### src/rtl/irq_pc_pkg.sv
// Shared types and helpers for the PC / vectored-interrupt sequencer.
package irq_pc_pkg;

  typedef enum logic [1:0] {
    ST_RUN  = 2'd0,
    ST_ISR  = 2'd1,
    ST_ISR2 = 2'd2
  } irq_state_e;

  localparam logic [1:0] PCSRC_INC  = 2'd0;
  localparam logic [1:0] PCSRC_BR   = 2'd1;
  localparam logic [1:0] PCSRC_LINK = 2'd2;
  localparam logic [1:0] PCSRC_HOLD = 2'd3;

  // Vector address before truncation to the PC width.
  function automatic logic [31:0] vec_addr(input logic [31:0] base,
                                           input logic [31:0] stride,
                                           input logic [31:0] id);
    return base + (id * stride);
  endfunction

endpackage

### src/rtl/irq_pc_if.sv
// Controller-side bundle for irq_pc_unit: request lines, PC-load strobes and status.
interface irq_pc_if #(
  parameter int AW   = 9,
  parameter int NIRQ = 4
);
  localparam int IW = (NIRQ > 1) ? $clog2(NIRQ) : 1;

  logic [NIRQ-1:0] irq;
  logic [NIRQ-1:0] irq_en;
  logic            gie;
  logic            boundary;
  logic            pc_load;
  logic [1:0]      pc_src;
  logic [AW-1:0]   branch_tgt;
  logic [AW-1:0]   link_tgt;
  logic            iret;
  logic [AW-1:0]   pc;
  logic            irq_take;
  logic            irq_active;
  logic [IW-1:0]   irq_id;
  logic [NIRQ-1:0] pending;

  modport master (
    output irq, irq_en, gie, boundary, pc_load, pc_src, branch_tgt, link_tgt, iret,
    input  pc, irq_take, irq_active, irq_id, pending
  );

  modport slave (
    input  irq, irq_en, gie, boundary, pc_load, pc_src, branch_tgt, link_tgt, iret,
    output pc, irq_take, irq_active, irq_id, pending
  );

endinterface

### src/rtl/irq_prio_enc.sv
// Lowest-index-first priority encoder: index 0 is the highest priority.
module irq_prio_enc #(
  parameter int N  = 4,
  parameter int IW = 2
) (
  input  logic [N-1:0]  req,
  output logic          valid,
  output logic [IW-1:0] idx
);

  // Scan from the top so the lowest set index is the last one written.
  always_comb begin
    valid = 1'b0;
    idx   = {IW{1'b0}};
    for (int i = N - 1; i >= 0; i--) begin
      if (req[i]) begin
        valid = 1'b1;
        idx   = IW'(i);
      end else begin
        valid = valid;
        idx   = idx;
      end
    end
  end

endmodule

### src/rtl/irq_pc_unit.sv
// Program counter plus vectored-interrupt sequencer with edge-latched requests.
// Define IRQ_NEST_EN to allow one level of preemption (ISR2 and a 2-entry return stack).
module irq_pc_unit
  import irq_pc_pkg::*;
#(
  parameter int          AW         = 9,
  parameter int          NIRQ       = 4,
  parameter int unsigned VEC_BASE   = 32'h0000_0010,
  parameter int unsigned VEC_STRIDE = 32'd4,
  parameter int unsigned RESET_PC   = 32'd0
) (
  input  logic    clk,
  input  logic    reset,
  irq_pc_if.slave bus
);

  localparam int            IW     = (NIRQ > 1) ? $clog2(NIRQ) : 1;
  localparam logic [AW-1:0] PC_RST = AW'(RESET_PC);
  localparam logic [AW-1:0] PC_ONE = {{(AW-1){1'b0}}, 1'b1};

  irq_state_e      state_r, state_nxt_s;
  logic [AW-1:0]   pc_r, pc_nxt_s, ret_pc_r, ret_tgt_s, vec_s;
  logic [NIRQ-1:0] pend_r, irq_prev_r, req_s, clr_s;
  logic [IW-1:0]   irq_id_r, irq_id_nxt_s, enc_idx_s;
  logic            enc_valid_s, take_s, iret_s;
  logic            irq_take_r, irq_active_r;
`ifdef IRQ_NEST_EN
  logic [AW-1:0]   ret_pc1_r;
  logic [IW-1:0]   ret_id1_r;
`endif

  assign req_s = pend_r & bus.irq_en;

  irq_prio_enc #(.N(NIRQ), .IW(IW)) u_enc (
    .req   (req_s),
    .valid (enc_valid_s),
    .idx   (enc_idx_s)
  );

  assign vec_s = AW'(vec_addr(VEC_BASE, VEC_STRIDE, 32'(enc_idx_s)));

  // FSM state register.
  always_ff @(posedge clk or negedge reset) begin
    if (!reset) state_r <= ST_RUN;
    else        state_r <= state_nxt_s;
  end

  // FSM next-state logic; iret beats a coincident preempt.
  always_comb begin
    state_nxt_s = state_r;
    case (state_r)
      ST_RUN: begin
        if (take_s) state_nxt_s = ST_ISR;
        else        state_nxt_s = ST_RUN;
      end
      ST_ISR: begin
        if (bus.iret) state_nxt_s = ST_RUN;
`ifdef IRQ_NEST_EN
        else if (take_s) state_nxt_s = ST_ISR2;
`endif
        else state_nxt_s = ST_ISR;
      end
`ifdef IRQ_NEST_EN
      ST_ISR2: begin
        if (bus.iret) state_nxt_s = ST_ISR;
        else          state_nxt_s = ST_ISR2;
      end
`endif
      default: state_nxt_s = ST_RUN;
    endcase
  end

  // FSM output decode: when to take an interrupt and when to honour iret.
  always_comb begin
    take_s = 1'b0;
    iret_s = 1'b0;
    case (state_r)
      ST_RUN: take_s = bus.boundary & bus.gie & enc_valid_s;
      ST_ISR: begin
        iret_s = bus.iret;
`ifdef IRQ_NEST_EN
        take_s = bus.boundary & bus.gie & enc_valid_s & (enc_idx_s < irq_id_r) & ~bus.iret;
`endif
      end
`ifdef IRQ_NEST_EN
      ST_ISR2: iret_s = bus.iret;
`endif
      default: begin
        take_s = 1'b0;
        iret_s = 1'b0;
      end
    endcase
  end

  // Next PC, serviced id and pending-clear mask; a take outranks iret and pc_load.
  always_comb begin
`ifdef IRQ_NEST_EN
    ret_tgt_s = (state_r == ST_ISR2) ? ret_pc1_r : ret_pc_r;
`else
    ret_tgt_s = ret_pc_r;
`endif
    if (take_s) begin
      pc_nxt_s = vec_s;
    end else if (iret_s) begin
      pc_nxt_s = ret_tgt_s;
    end else if (bus.pc_load) begin
      case (bus.pc_src)
        PCSRC_INC:  pc_nxt_s = pc_r + PC_ONE;
        PCSRC_BR:   pc_nxt_s = bus.branch_tgt;
        PCSRC_LINK: pc_nxt_s = bus.link_tgt;
        PCSRC_HOLD: pc_nxt_s = pc_r;
        default:    pc_nxt_s = pc_r;
      endcase
    end else begin
      pc_nxt_s = pc_r;
    end

    if (take_s) irq_id_nxt_s = enc_idx_s;
`ifdef IRQ_NEST_EN
    else if (iret_s && (state_r == ST_ISR2)) irq_id_nxt_s = ret_id1_r;
`endif
    else irq_id_nxt_s = irq_id_r;

    if (take_s) clr_s = {{(NIRQ-1){1'b0}}, 1'b1} << enc_idx_s;
    else        clr_s = {NIRQ{1'b0}};
  end

  // Datapath registers; a new edge on a channel being cleared keeps it pending.
  always_ff @(posedge clk or negedge reset) begin
    if (!reset) begin
      pc_r         <= PC_RST;
      pend_r       <= {NIRQ{1'b0}};
      irq_prev_r   <= {NIRQ{1'b0}};
      ret_pc_r     <= {AW{1'b0}};
      irq_id_r     <= {IW{1'b0}};
      irq_take_r   <= 1'b0;
      irq_active_r <= 1'b0;
`ifdef IRQ_NEST_EN
      ret_pc1_r    <= {AW{1'b0}};
      ret_id1_r    <= {IW{1'b0}};
`endif
    end else begin
      pc_r         <= pc_nxt_s;
      pend_r       <= (pend_r & ~clr_s) | (bus.irq & ~irq_prev_r);
      irq_prev_r   <= bus.irq;
      irq_id_r     <= irq_id_nxt_s;
      irq_take_r   <= take_s;
      irq_active_r <= (state_nxt_s != ST_RUN);
      if (take_s && (state_r == ST_RUN)) ret_pc_r <= pc_r;
`ifdef IRQ_NEST_EN
      if (take_s && (state_r == ST_ISR)) begin
        ret_pc1_r <= pc_r;
        ret_id1_r <= irq_id_r;
      end
`endif
    end
  end

  assign bus.pc         = pc_r;
  assign bus.irq_take   = irq_take_r;
  assign bus.irq_active = irq_active_r;
  assign bus.irq_id     = irq_id_r;
  assign bus.pending    = pend_r;

endmodule

### src/flat_wrapper.sv
// flat-port wrapper written by rule: the top's interface ports become plain ports
module irq_pc_unit_flat import irq_pc_pkg::*;
#(
  parameter int          AW         = 9,
  parameter int          NIRQ       = 4,
  parameter int unsigned VEC_BASE   = 32'h0000_0010,
  parameter int unsigned VEC_STRIDE = 32'd4,
  parameter int unsigned RESET_PC   = 32'd0
)
  (clk, reset, bus_irq, bus_irq_en, bus_gie, bus_boundary, bus_pc_load, bus_pc_src, bus_branch_tgt, bus_link_tgt, bus_iret, bus_pc, bus_irq_take, bus_irq_active, bus_irq_id, bus_pending);
  irq_pc_if #(.AW(AW), .NIRQ(NIRQ)) bus_i ();
  input  logic clk;
  input  logic reset;
  input wire logic [$bits(bus_i.irq)-1:0] bus_irq;
  input wire logic [$bits(bus_i.irq_en)-1:0] bus_irq_en;
  input wire logic [$bits(bus_i.gie)-1:0] bus_gie;
  input wire logic [$bits(bus_i.boundary)-1:0] bus_boundary;
  input wire logic [$bits(bus_i.pc_load)-1:0] bus_pc_load;
  input wire logic [$bits(bus_i.pc_src)-1:0] bus_pc_src;
  input wire logic [$bits(bus_i.branch_tgt)-1:0] bus_branch_tgt;
  input wire logic [$bits(bus_i.link_tgt)-1:0] bus_link_tgt;
  input wire logic [$bits(bus_i.iret)-1:0] bus_iret;
  output wire logic [$bits(bus_i.pc)-1:0] bus_pc;
  output wire logic [$bits(bus_i.irq_take)-1:0] bus_irq_take;
  output wire logic [$bits(bus_i.irq_active)-1:0] bus_irq_active;
  output wire logic [$bits(bus_i.irq_id)-1:0] bus_irq_id;
  output wire logic [$bits(bus_i.pending)-1:0] bus_pending;
  assign bus_i.irq = bus_irq;
  assign bus_i.irq_en = bus_irq_en;
  assign bus_i.gie = bus_gie;
  assign bus_i.boundary = bus_boundary;
  assign bus_i.pc_load = bus_pc_load;
  assign bus_i.pc_src = bus_pc_src;
  assign bus_i.branch_tgt = bus_branch_tgt;
  assign bus_i.link_tgt = bus_link_tgt;
  assign bus_i.iret = bus_iret;
  assign bus_pc = bus_i.pc;
  assign bus_irq_take = bus_i.irq_take;
  assign bus_irq_active = bus_i.irq_active;
  assign bus_irq_id = bus_i.irq_id;
  assign bus_pending = bus_i.pending;
  irq_pc_unit #(.AW(AW), .NIRQ(NIRQ), .VEC_BASE(VEC_BASE), .VEC_STRIDE(VEC_STRIDE), .RESET_PC(RESET_PC)) u_core (.clk(clk), .reset(reset), .bus(bus_i));
endmodule
### config.mk
export PLATFORM = sky130hd
export DESIGN_NAME = irq_pc_unit_flat
export DESIGN_NICKNAME = d
export VERILOG_FILES = /design/src/rtl/irq_pc_pkg.sv /design/src/rtl/irq_pc_if.sv /design/src/rtl/irq_prio_enc.sv /design/src/rtl/irq_pc_unit.sv /design/src/flat_wrapper.sv
export SDC_FILE = /design/constraint.sdc
export NUM_CORES = 1
export LEC_CHECK = 0
export ABC_AREA = 1
export CORE_MARGIN = 2
export CORE_UTILIZATION = 47
export DETAILED_ROUTE_END_ITERATION = 10
export PLACE_DENSITY = 0.8
export SYNTH_ARGS = -nofsm -noshare
export SYNTH_HDL_FRONTEND = slang
export SYNTH_SLANG_ARGS = --single-unit
### constraint.sdc
create_clock -name clk -period 1.8 [get_ports clk]
set_clock_uncertainty 0.1 [all_clocks]
set_input_delay 0.36 -clock clk [delete_from_list [all_inputs] [get_ports clk]]
set_output_delay 0.36 -clock clk [all_outputs]
set_load 0.01 [all_outputs]
Yosys cells after proc, flatten, opt, wreduce, memory -nomap -nowiden
Cells that the tools add are included.
{"block": "classes", "n_addsub": 2, "n_mul": 0, "div": 0, "magnitude_cmp": 0, "n_eq_ne": 5, "shift": 1, "muxes": 18, "n_bitwise": 8, "reduce_logical": 6}
{"operator": "$mux 9", "count": 3}
{"operator": "$pmux 9 s3", "count": 1}
{"operator": "$and 4x4->4", "count": 3}
{"operator": "$add 9x1->9 const B", "count": 1}
{"operator": "$mux 1", "count": 8}
{"operator": "$mux 2", "count": 4}
{"operator": "$not 4->4", "count": 2}
{"operator": "$add 5x4->6 const A", "count": 1}
{"operator": "$eq 2x1->1 const B", "count": 2}
{"operator": "$eq 2x2->1 const B", "count": 2}
{"operator": "$logic_not 2->1", "count": 2}
{"operator": "$mux 4", "count": 1}
{"operator": "$or 4x4->4", "count": 1}
{"operator": "$pmux 2 s2", "count": 1}
{"operator": "$shl 1x2->4 const A", "count": 1}
{"operator": "$ne 3x1->1 const B", "count": 1}
{"operator": "$reduce_bool 3->1", "count": 1}
{"operator": "$and 1x1->1", "count": 2}
{"operator": "$reduce_and 2->1", "count": 1}
{"operator": "$reduce_bool 2->1", "count": 1}
{"operator": "$logic_and 1x1->1", "count": 1}
{"block": "word_totals", "ff_bits": 32, "latchBits": 0, "ram_bits": 0, "romBits": 0, "inputBits": 34, "output_inout_bits": 17, "n_memories": 0}

Longest topological paths before layout
{"block": "depth", "ltp_word": 11, "ltp_mapped": 10, "depth_no_buf": 10}

By module
Synthesis repeated with hierarchy kept, for this count alone.
{"block": "hier_totals", "cells_unflattened": 233, "hier_area_um2": 1732.9}
{"mod": "irq_pc_unit", "n_inst": 1, "cells_per_inst": 225, "area_per_inst_um2": 1696.6, "seq_area_each_um2": 750.7}
{"mod": "irq_prio_enc", "n_inst": 1, "cells_per_inst": 8, "area_per_inst_um2": 36.3, "seq_area_each_um2": 0.0}

Worst setup path before layout
OpenSTA, ideal clock, no wires.
{"block": "synth_timing", "path_type": "input port to flip-flop", "startpoint": "in bus_pc_src[0]", "endpoint": "reg u_core.pc_r[4], in the netlist u_core.bus.pc[4]", "t_arrival_ns": 1.215, "required_ns": 1.576, "setup_slack_ns": 0.361, "cell_stages": 8, "n_path_buf": 1, "cell_sequence": "inv_1 -> ha_1 -> buf_2 -> inv_2 -> nor2_1 -> a21o_1 -> nand2_1 -> a21oi_1"}
{"block": "synth_between", "elab_chain_cells": 5}
{"item": "start: declaration", "line": "flat_wrapper.sv:19", "text": "input wire logic [$bits(bus_i.pc_src)-1:0] bus_pc_src;"}
{"item": "$eq 2x2->1, or another cell as far along", "line": "irq_pc_unit.sv:107", "text": "case (bus.pc_src)"}
{"item": "$pmux 9 s3", "line": "irq_pc_unit.sv:107"}
{"item": "$mux 9", "line": "irq_pc_unit.sv:106", "text": "end else if (bus.pc_load) begin"}
{"item": "$mux 9", "line": "irq_pc_unit.sv:104", "text": "end else if (iret_s) begin"}
{"item": "$mux 9", "line": "irq_pc_unit.sv:102", "text": "if (take_s) begin"}
{"item": "end signal: assignment", "line": "irq_pc_unit.sv:143", "text": "pc_r <= pc_nxt_s;"}
{"item": "end: declaration", "line": "irq_pc_unit.sv:22", "text": "logic [AW-1:0] pc_r, pc_nxt_s, ret_pc_r, ret_tgt_s, vec_s;"}
Several ways; a longest one is shown, not always the timed one. The select of a mux whose other input is x is not followed.
A chain may end at the register's enable or synchronous reset.

Worst setup path after layout
{"block": "layout_timing", "startpoint": "reg u_core.pc_r[7], in the netlist u_core.bus.pc[7]", "endpoint": "out bus_pc[7]"}
{"item": "end: declaration", "line": "flat_wrapper.sv:23", "text": "output wire logic [$bits(bus_i.pc)-1:0] bus_pc;"}
No word-level cell between the ends.

==> flow_summary.yaml <==
status:
  status: "finished, final reports clean"
synth:
  synth_fp_nets: 267
  synthAdderAreaFrac: 0.02918
  synth_simple_gate_area_frac: 0.3239
  syn_inst: 229
  yosysWarningCount: 0
  synth_top_family_by_area: "simple AND/OR/NAND/NOR gates"
  synth_compound_area_frac: 0.1342
  synth_seq_cells: 30
  synth_seq_area_share: 0.4376
  synth_area_um2: 1715
  synthTopCellsByArea: "dfrtp_1 44%, nand2_1 19%, o21ai_0 4.7%"
  synth-xor-area-share: 0
  yosysTopAreaCellShare: 0.4376
  avgSynthCellArea_um2: 7.491
  synthMuxAreaShare: 0
  synth_cell_types: 26
  yosysTopAreaCell: "dfrtp_1"
routing:
  vias_per_cell: 5.003
  ant_nets: 0
  dr.pass1.iters: 4
  vias: 1746
  wl_per_cell_um: 12.93
  wl_mm: 4.513
  dr.first_iter.drc_count: 108
  drc: 0
floorplanning:
  die_w_um: 64.42
  rows: 21
  start_util: 0.5022
  coreArea_um2: 3416
  boundaryPins: 51
  die_h_um: 64.42
  die-area_um2: 4149
sta:
  slew_viol_final: 0
  fin_crit_ns: 1.758
  whs_ns: 0.3034
  worst-slew-pin-transition_ns: 0.3810
  maxSlewHeadroom: 0.7460
  rsz0062_at_grt: "no"
  period_share: 0.9766
  setup_viol: 0
  hold_viol: 0
  maxClockFrequency_mhz: 568.9
  tns_ns: 0
clock_tree:
  cts_buffers: 5
  clk_latency_ns: 0.33
  cts.path.max_buffers: 2
  clk_pin_slew_ns: 0.10
  cts_root_buffer: "clkbuf_4"
  clkSinkCount: 30
  htree_num_levels: 2
  cts.hold.buffers_added: 0
  cts_tree: "done"
placed_design:
  routabilityCongestion: 0.8410
  portBuffers: 50
  post-dp-hpwl_mm: 3.330
worst_setup_path:
  worstSetupEndpointType: "primary output"
  timing.critical_path.buf_inv: 1
  crit_slowest_cell: "clkdlybuf4s50_1"
  path_max_fanout: 4
  crit_arrival_ns: 1.30
  r2r_setup_slack_ns: 0.18
  path_class: "reg2out"
  crit_chain: "clkdlybuf4s50_1"
  cp_data_required_time_ns: 1.34
  cp-start-kind: "register"
  crit_family: "buffers and inverters"
  max_stage_delay_ns: 0.56
pwr:
  ir_drop_mv: 0.6229
  power_density_nw_per_um2: 892.2
  power.leakage_nw: 1.236
cells_and_area:
  drive_gt1_frac: 0.1683
  syn2layout_area_growth_pct: 44.49
  final_nets: 340
  mostFrequentLayoutCell: "nand2_1"
  final_cell_mix: "85 x nand2_1, 49 x clkdlybuf4s50_1, 29 x dfrtp_1"
  diodes: 0
  n_fill_cell: 281
global_routing:
  grt_usage: 0.2269
  grt_max_degree: 31
  grt_pass1_vias: 1668
  antenna_found_initial: 0
  grt.overflow.total: 0
  grt_pass1_wl_mm: 7.307
run:
  drv_cap: 0
hold_path:
  hp-class: "in2async"
-- metal layers --
metal	track usage	share of wire	vias up
met5	0	0	-
met4	0.09574	0.016	0
met3	0.03819	0.039	11
met2	0.4036	0.52	47
met1	0.2703	0.43	815
li1	-	-	873
-- cells in the mapped netlist, drive strengths merged --
cell / count
clkinv: 1
a21o: 1
o21ai: 24
o21bai: 1
nand2: 93
o211ai: 1
ha: 4
a21boi: 1
or2: 1
o221ai: 1
nor2: 18
a21oi: 8
nand3: 16
dfrtp: 30
o2111ai: 1
inv: 22
buf: 6
-- registers in the layout, summed over array words and instances, names as in the netlist --
signal / count
u_core.irq_prev_r: 4
u_core.ret_pc_r: 9
u_core.bus.pending: 4
u_core.bus.irq_active: 1
u_core.bus.irq_take: 1
u_core.bus.pc: 9
u_core.bus.irq_id: 2
-- power by group --
group	total [mW]	internal [mW]	switching [mW]
sequential	0.925	0.821	0.105
combinational	0.854	0.428	0.426
clock	0.432	0.188	0.244
total	2.21	1.44	0.775
-- worst paths after layout --
kind,start,end,cells past startpoint
max in group asynchronous,reset,u_core.bus.pc[1]$_DFFE_PN0P_,2
worst min-delay path,reset,u_core.irq_prev_r[0]$_DFF_PN0_,2
worst min register to register,u_core.irq_prev_r[1]$_DFF_PN0_,u_core.bus.pending[1]$_DFF_PN0_,1
min in group clk,u_core.irq_prev_r[1]$_DFF_PN0_,u_core.bus.pending[1]$_DFF_PN0_,1
worst max-delay path,u_core.bus.pc[7]$_DFFE_PN0P_,bus_pc[7],1
worst max register to register,u_core.bus.pc[0]$_DFFE_PN0P_,u_core.bus.pc[4]$_DFFE_PN0P_,9
-- logic make-up (layout without fill, tap and decap cells) --
family                   after synthesis  in the layout
AO/OA/AOI/OAI                         38             38
flip-flops                            30             30
adder cells (fa/ha/maj)                4              4
buffers and inverters                 29            103
AND/OR/NAND/NOR                      128            128
-- cell type report --
class / count / area (µm²) / area share
inverter: 23 / 86.33 / 0.03483
clock inverter: 2 / 12.51 / 0.005048
tap: 46 / 57.56 / 0.02322
clock buffer: 6 / 51.30 / 0.02070
multi-input combinational: 170 / 838.3 / 0.3382
timing repair buffer: 72 / 680.7 / 0.2746
sequential: 30 / 752.0 / 0.3034
-- per-stage QoR --
step	total power [mW]	worst slack, ns	cell area [µm²]	util	std cells
floorplan	1.334	0.3610	1715	-	229
global placement	1.707	-0.1537	2349	0.6875	333
detailed placement	1.730	-0.2342	2349	0.6875	333
CTS	2.196	0.01701	2436	0.7132	344
global route	2.364	0.0009864	2479	0.7256	349
finish	2.211	0.04218	2479	0.7256	349
-- repair_timing --
item,4_1_cts,5_1_grt
pin swaps,0,1
setup buffers,3,5
resized for setup,1,2
endpoints found under the setup margin,4,5
No activity file was read; power rests on OpenSTA's default activity.
